===== config.mk =====
export PLATFORM = sky130hd
export DESIGN_NAME = weight_mem_scheduler
export DESIGN_NICKNAME = d
export VERILOG_FILES = /design/src/rtl/weight_mem_scheduler.sv
export SDC_FILE = /design/constraint.sdc
export NUM_CORES = 1
export LEC_CHECK = 0
export ABC_AREA = 1
export CAP_MARGIN = 20
export CORE_MARGIN = 2
export CORE_UTILIZATION = 37
export DETAILED_ROUTE_END_ITERATION = 7
export PLACE_DENSITY = 0.81
export SETUP_SLACK_MARGIN = 0.02
export SLEW_MARGIN = 10
export SYNTH_ARGS = -nofsm -noshare
export SYNTH_HDL_FRONTEND = slang
export SYNTH_SLANG_ARGS = --single-unit

===== constraint.sdc =====
create_clock -name clk -period 1.75 [get_ports clk]
set_input_delay 0.525 -clock clk [delete_from_list [all_inputs] [get_ports clk]]
set_output_delay 0.525 -clock clk [all_outputs]
set_load 0.05 [all_outputs]

===== src/rtl/weight_mem_scheduler.sv =====
`default_nettype none
// ============================================================================
// Module   : weight_mem_scheduler
// Brief    : Shares one LSTM weight BRAM between the off-line weight loader
//            (writes) and a gate MAC (row-major matrix streaming reads).
//            Issues read addresses, tracks the two-stage registered read
//            pipeline under consumer backpressure and tags each word with
//            end-of-row / end-of-pass markers.
// Revision : 1.0 - initial release
// ============================================================================
module weight_mem_scheduler #(
    parameter int RAM_WIDTH = 16,
    parameter int RAM_DEPTH = 400,
    parameter int RAM_ADDR  = 9,
    parameter int ROWS      = 20,
    parameter int COLS      = 20
) (
    input  logic                 clk,
    input  logic                 reset,
    input  logic                 start,
    input  logic [RAM_ADDR-1:0]  base_addr,
    output logic                 busy,
    output logic                 done,
    output logic                 err,
    input  logic                 load_req,
    input  logic [RAM_ADDR-1:0]  load_addr,
    input  logic [RAM_WIDTH-1:0] load_data,
    output logic                 load_ack,
    output logic                 mem_ce0,
    output logic [RAM_ADDR-1:0]  mem_addr0,
    output logic                 mem_ce1,
    output logic                 mem_we1,
    output logic [RAM_ADDR-1:0]  mem_addr1,
    output logic [RAM_WIDTH-1:0] mem_win,
    output logic                 mem_reset_n,
    input  logic [RAM_WIDTH-1:0] mem_rdata,
    output logic                 out_valid,
    output logic [RAM_WIDTH-1:0] out_data,
    output logic                 out_last_col,
    output logic                 out_last_row,
    input  logic                 out_ready
);

    localparam logic [1:0] c_st_idle  = 2'd0;
    localparam logic [1:0] c_st_read  = 2'd1;
    localparam logic [1:0] c_st_drain = 2'd2;
    localparam logic [1:0] c_st_done  = 2'd3;

    localparam int c_row_w = (ROWS > 1) ? $clog2(ROWS) : 1;
    localparam int c_col_w = (COLS > 1) ? $clog2(COLS) : 1;

    localparam logic [c_row_w-1:0]  c_last_row = c_row_w'(ROWS - 1);
    localparam logic [c_col_w-1:0]  c_last_col = c_col_w'(COLS - 1);
    localparam logic [c_row_w-1:0]  c_row_one  = c_row_w'(1);
    localparam logic [c_col_w-1:0]  c_col_one  = c_col_w'(1);
    localparam logic [RAM_ADDR-1:0] c_addr_one = RAM_ADDR'(1);
    localparam logic [31:0]         c_depth    = 32'(RAM_DEPTH);
    localparam logic [31:0]         c_pass_len = 32'(ROWS * COLS);

    logic [1:0]          r_state;
    logic [1:0]          w_state_nxt;
    logic [RAM_ADDR-1:0] r_addr;
    logic [c_row_w-1:0]  r_row;
    logic [c_col_w-1:0]  r_col;
    // Read-pipeline tags, {valid, last_col, last_row}; r_t1 tracks the BRAM
    // address stage, r_t2 tracks the BRAM output register.
    logic [2:0]          r_t1;
    logic [2:0]          r_t2;
    logic                r_err;

    logic w_idle;
    logic w_advance;
    logic w_issue;
    logic w_last_col;
    logic w_last_row;
    logic w_load_ok;
    logic w_start_fits;
    logic w_start_ok;

    assign w_idle       = (r_state == c_st_idle);
    // The pipeline may move whenever the output slot is empty or being taken.
    assign w_advance    = ~r_t2[2] | out_ready;
    assign w_issue      = (r_state == c_st_read) & w_advance;
    assign w_last_col   = (r_col == c_last_col);
    assign w_last_row   = (r_row == c_last_row) & w_last_col;
    assign w_load_ok    = (32'(load_addr) < c_depth);
    assign w_start_fits = ((32'(base_addr) + c_pass_len) <= c_depth);
    // A load request in the same cycle always wins over start.
    assign w_start_ok   = w_idle & start & ~load_req & w_start_fits;

    assign mem_addr0    = r_addr;
    assign mem_addr1    = load_addr;
    assign mem_win      = load_data;
    assign mem_reset_n  = ~reset;
    assign out_data     = mem_rdata;
    assign out_valid    = r_t2[2];
    assign out_last_col = r_t2[1];
    assign out_last_row = r_t2[0];
    assign err          = r_err;

    // State register
    always_ff @(posedge clk) begin
        if (reset) begin
            r_state <= c_st_idle;
        end else begin
            r_state <= w_state_nxt;
        end
    end

    // Next-state logic
    always_comb begin
        w_state_nxt = r_state;
        case (r_state)
            c_st_idle: begin
                if (w_start_ok) begin
                    w_state_nxt = c_st_read;
                end
            end
            c_st_read: begin
                if (w_issue && w_last_row) begin
                    w_state_nxt = c_st_drain;
                end
            end
            c_st_drain: begin
                // Leave once the pipeline will be empty after this edge.
                if (!r_t1[2] && w_advance) begin
                    w_state_nxt = c_st_done;
                end
            end
            c_st_done: begin
                w_state_nxt = c_st_idle;
            end
            default: begin
                w_state_nxt = c_st_idle;
            end
        endcase
    end

    // Output decode: status, write-port arbitration and read enable
    always_comb begin
        busy     = ~w_idle;
        done     = (r_state == c_st_done);
        // The BRAM forces addr1 to zero under reset, so no write may go out then.
        load_ack = w_idle & load_req & ~reset;
        mem_ce1  = load_ack & w_load_ok;
        mem_we1  = load_ack & w_load_ok;
        // Dropping ce0 freezes both BRAM stages, which is the backpressure path.
        mem_ce0  = w_advance & ((r_state == c_st_read) | r_t1[2] | r_t2[2]);
    end

    // Address incrementer, row/column counters, tag pipeline and error pulse
    always_ff @(posedge clk) begin
        if (reset) begin
            r_addr <= '0;
            r_row  <= '0;
            r_col  <= '0;
            r_t1   <= '0;
            r_t2   <= '0;
            r_err  <= 1'b0;
        end else begin
            if (w_start_ok) begin
                r_addr <= base_addr;
                r_row  <= '0;
                r_col  <= '0;
            end else if (w_issue) begin
                r_addr <= r_addr + c_addr_one;
                if (w_last_col) begin
                    r_col <= '0;
                    r_row <= w_last_row ? '0 : (r_row + c_row_one);
                end else begin
                    r_col <= r_col + c_col_one;
                end
            end
            if (w_advance) begin
                r_t1 <= {w_issue, w_issue & w_last_col, w_issue & w_last_row};
                r_t2 <= r_t1;
            end
            r_err <= (w_idle & load_req & ~w_load_ok)
                   | (w_idle & start & ~load_req & ~w_start_fits);
        end
    end

endmodule
`default_nettype wire


==> flow_summary.yaml <==
cts:
  path_clk_slew_ns: 0.10
  cts-root-buf: "clkbuf_8"
  cts_tree: "yes"
  cts_buffers: 3
  clockBufferDepth: 2
  htreeDepth: 1
  clk_latency_ns: 0.29
  cts.sinks: 28
  ctsHoldBuffers: 0
floorplanning:
  die_area_sq_um: 5490
  ios: 116
  rows: 25
  start_util: 0.385
  die_y_um: 74.1
  core-area_sq_um: 4720
  die_x_um: 74.1
sta:
  setup_slack_ns: -0.193
  max_clock_freq_mhz: 515
  worst_slew_pin_slew_ns: 0.299
  setup_viol: 5
  fin_crit_ns: 1.94
  max_slew_margin: 0.799
  clock_skew_ns: 0.00145
  fin_setup_tns_ns: -0.875
  rsz0062_at_grt: "true"
  period_share: 1.11
  maxSlewViolCount: 0
  finalHoldViolCount: 0
cells_and_area:
  fin_nets: 341
  drive_gt1_frac: 0.404
  fin_util: 0.563
  antenna_cells: 0
  fin_area_sq_um: 2660
  final.fill_count: 380
  layout_common_cells: "37 x nand2_1, 31 x buf_4, 25 x nor2_1, 25 x dfxtp_1, 23 x buf_12"
  final_common_cell: "nand2_1"
  area_delta_synth_final_pct: 46.1
route:
  routed_wl_um: 4290
  num_vias: 1577
  route.detailed.drc: 0
  first_iter_violations: 48
  antenna_left: 0
  wire_per_inst_um: 12.5
  firstDrtPassIters: 4
  via_per_inst: 4.58
flow_run:
  drv_cap: 0
power_and_ir_drop:
  power_mw: 2.92
  p_leak_nw: 1.09
  power_density_nw_per_um2: 1100
  ir_drop_mv: 0.516
placed_design:
  port_buffers: 43
  placed_cell_area_sq_um: 2460
  gp_congestion: 0.766
  hpwl_um: 3140
critical_path:
  worstPathMaxFanout: 2
  critPathKind: "register to output port"
  r2r_slack_ns: 0.07
  arrival_ns: 1.42
  cp-start-kind: "register"
  end_kind: "output port"
  cp.required_ns: 1.22
yosys:
  synth_nets: 303
  synth.distinct_cells: 31
  synth_warnings: 0
  ys_seq_elements: 28
  syn_inst: 240
  synth_area_per_cell_sq_um: 7.58
  ys_seq_area_frac: 0.308
  synth.cell_area_sq_um: 1820
run_status:
  failed_checks: "negative setup slack"
  status: "complete, but fails checks"
global_route:
  grt_max_degree: 16
  grt_pass1_wl_um: 7120
  grt.total_usage: 0.166
  grt-ovfl-total: 0
  antenna_found_initial: 0
  grt_pass1_vias: 1639
worst_hold_path:
  worstHoldPathType: "register to register"
[synthesized netlist by cell type, drive strengths merged]
library cell	count	area share
nand2	46	0.11
buf	43	0.18
nor2	33	0.085
dfxtp	28	0.31
inv	23	0.047
a21oi	15	0.041
nor3	10	0.036
ha	8	0.055
nand3	8	0.036
xor2	8	0.039
o21ai	5	0.016
nand4	4	0.014
or2	3	0.012
clkbuf	1	0.0021
clkinv	1	0.0027
nand3b	1	0.0041
nor3b	1	0.0041
nor4	1	0.0034
xnor2	1	0.0048
[state kept, by name, summed over array words and instances, names as in the netlist]
signal	cells
mem_addr0	9
r_col	5
r_state	2
r_t1	3
err	1
r_row	5
r_t2	3
[through the flow]
stage / setup WS (ns) / hold slack [ns] / instances
after floorplan: -0.593 / 0.446 / 240
after global placement: -0.478 / 0.455 / 331
after detailed placement: -0.499 / 0.454 / 331
after CTS: -0.204 / 0.476 / 343
after global routing: -0.268 / 0.506 / 344
final: -0.193 / 0.472 / 344
[worst max-delay path, cell delays in order (launching register included)]
cell        delay, ns
dfxtp_2          0.34
inv_2            0.07
ha_4             0.15
clkinvlp_4       0.11
nor4_4           0.14
buf_4            0.18
buf_12           0.13
[cell families after synthesis]
| logic type | after synthesis | synth area share |
|---|---|---|
| xor gates and xnor gates | 9 | 0.0433 |
| and+or+nand+nor | 107 | 0.305 |
| AOI/OAI and AO/OA | 20 | 0.0571 |
| buffers and inverters | 68 | 0.232 |
| adders and majority gates | 8 | 0.0550 |
| DFF | 28 | 0.308 |
[area by class of cell]
| class | instances | area, sq um | share of cell area |
|---|---|---|---|
| Clock buffer | 4 | 55.1 | 0.0207 |
| Inverter | 24 | 98.8 | 0.0372 |
| Sequential cell | 28 | 564 | 0.212 |
| Timing Repair Buffer | 77 | 918 | 0.346 |
| Multi-Input combinational cell | 144 | 937 | 0.353 |
| Tap cell | 67 | 83.8 | 0.0315 |
[path summary, 6_finish.rpt]
check                           cells after the start          to  startpoint
worst min register to register                      2     r_t1[0]     r_t1[0]
worst max-delay path                                6     mem_we1  r_state[0]
worst min-delay path                                2     r_t1[0]     r_t1[0]
worst max register to register                     13  r_state[1]  r_state[1]
[repair_timing]
action,in CTS,in global routing
endpoints found under the setup margin,11,21
gates resized for setup,35,9
setup buffers,8,3
pin swaps,8,2
[per-layer routing]
metal / global-route usage / wire length (um) / up-vias
met5: 0 / 0 / -
met3: 0.0325 / 225 / 9
met2: 0.317 / 2350 / 42
met1: 0.178 / 1640 / 738
met4: 0.0667 / 76 / 0
li1: - / - / 788
[power by group]
group / total [mW] / switching, mW / internal (mW)
Combinational: 1.74 / 0.924 / 0.811
Clock: 0.424 / 0.222 / 0.203
Sequential: 0.762 / 0.0621 / 0.700
(Power assumes the default switching activity.)
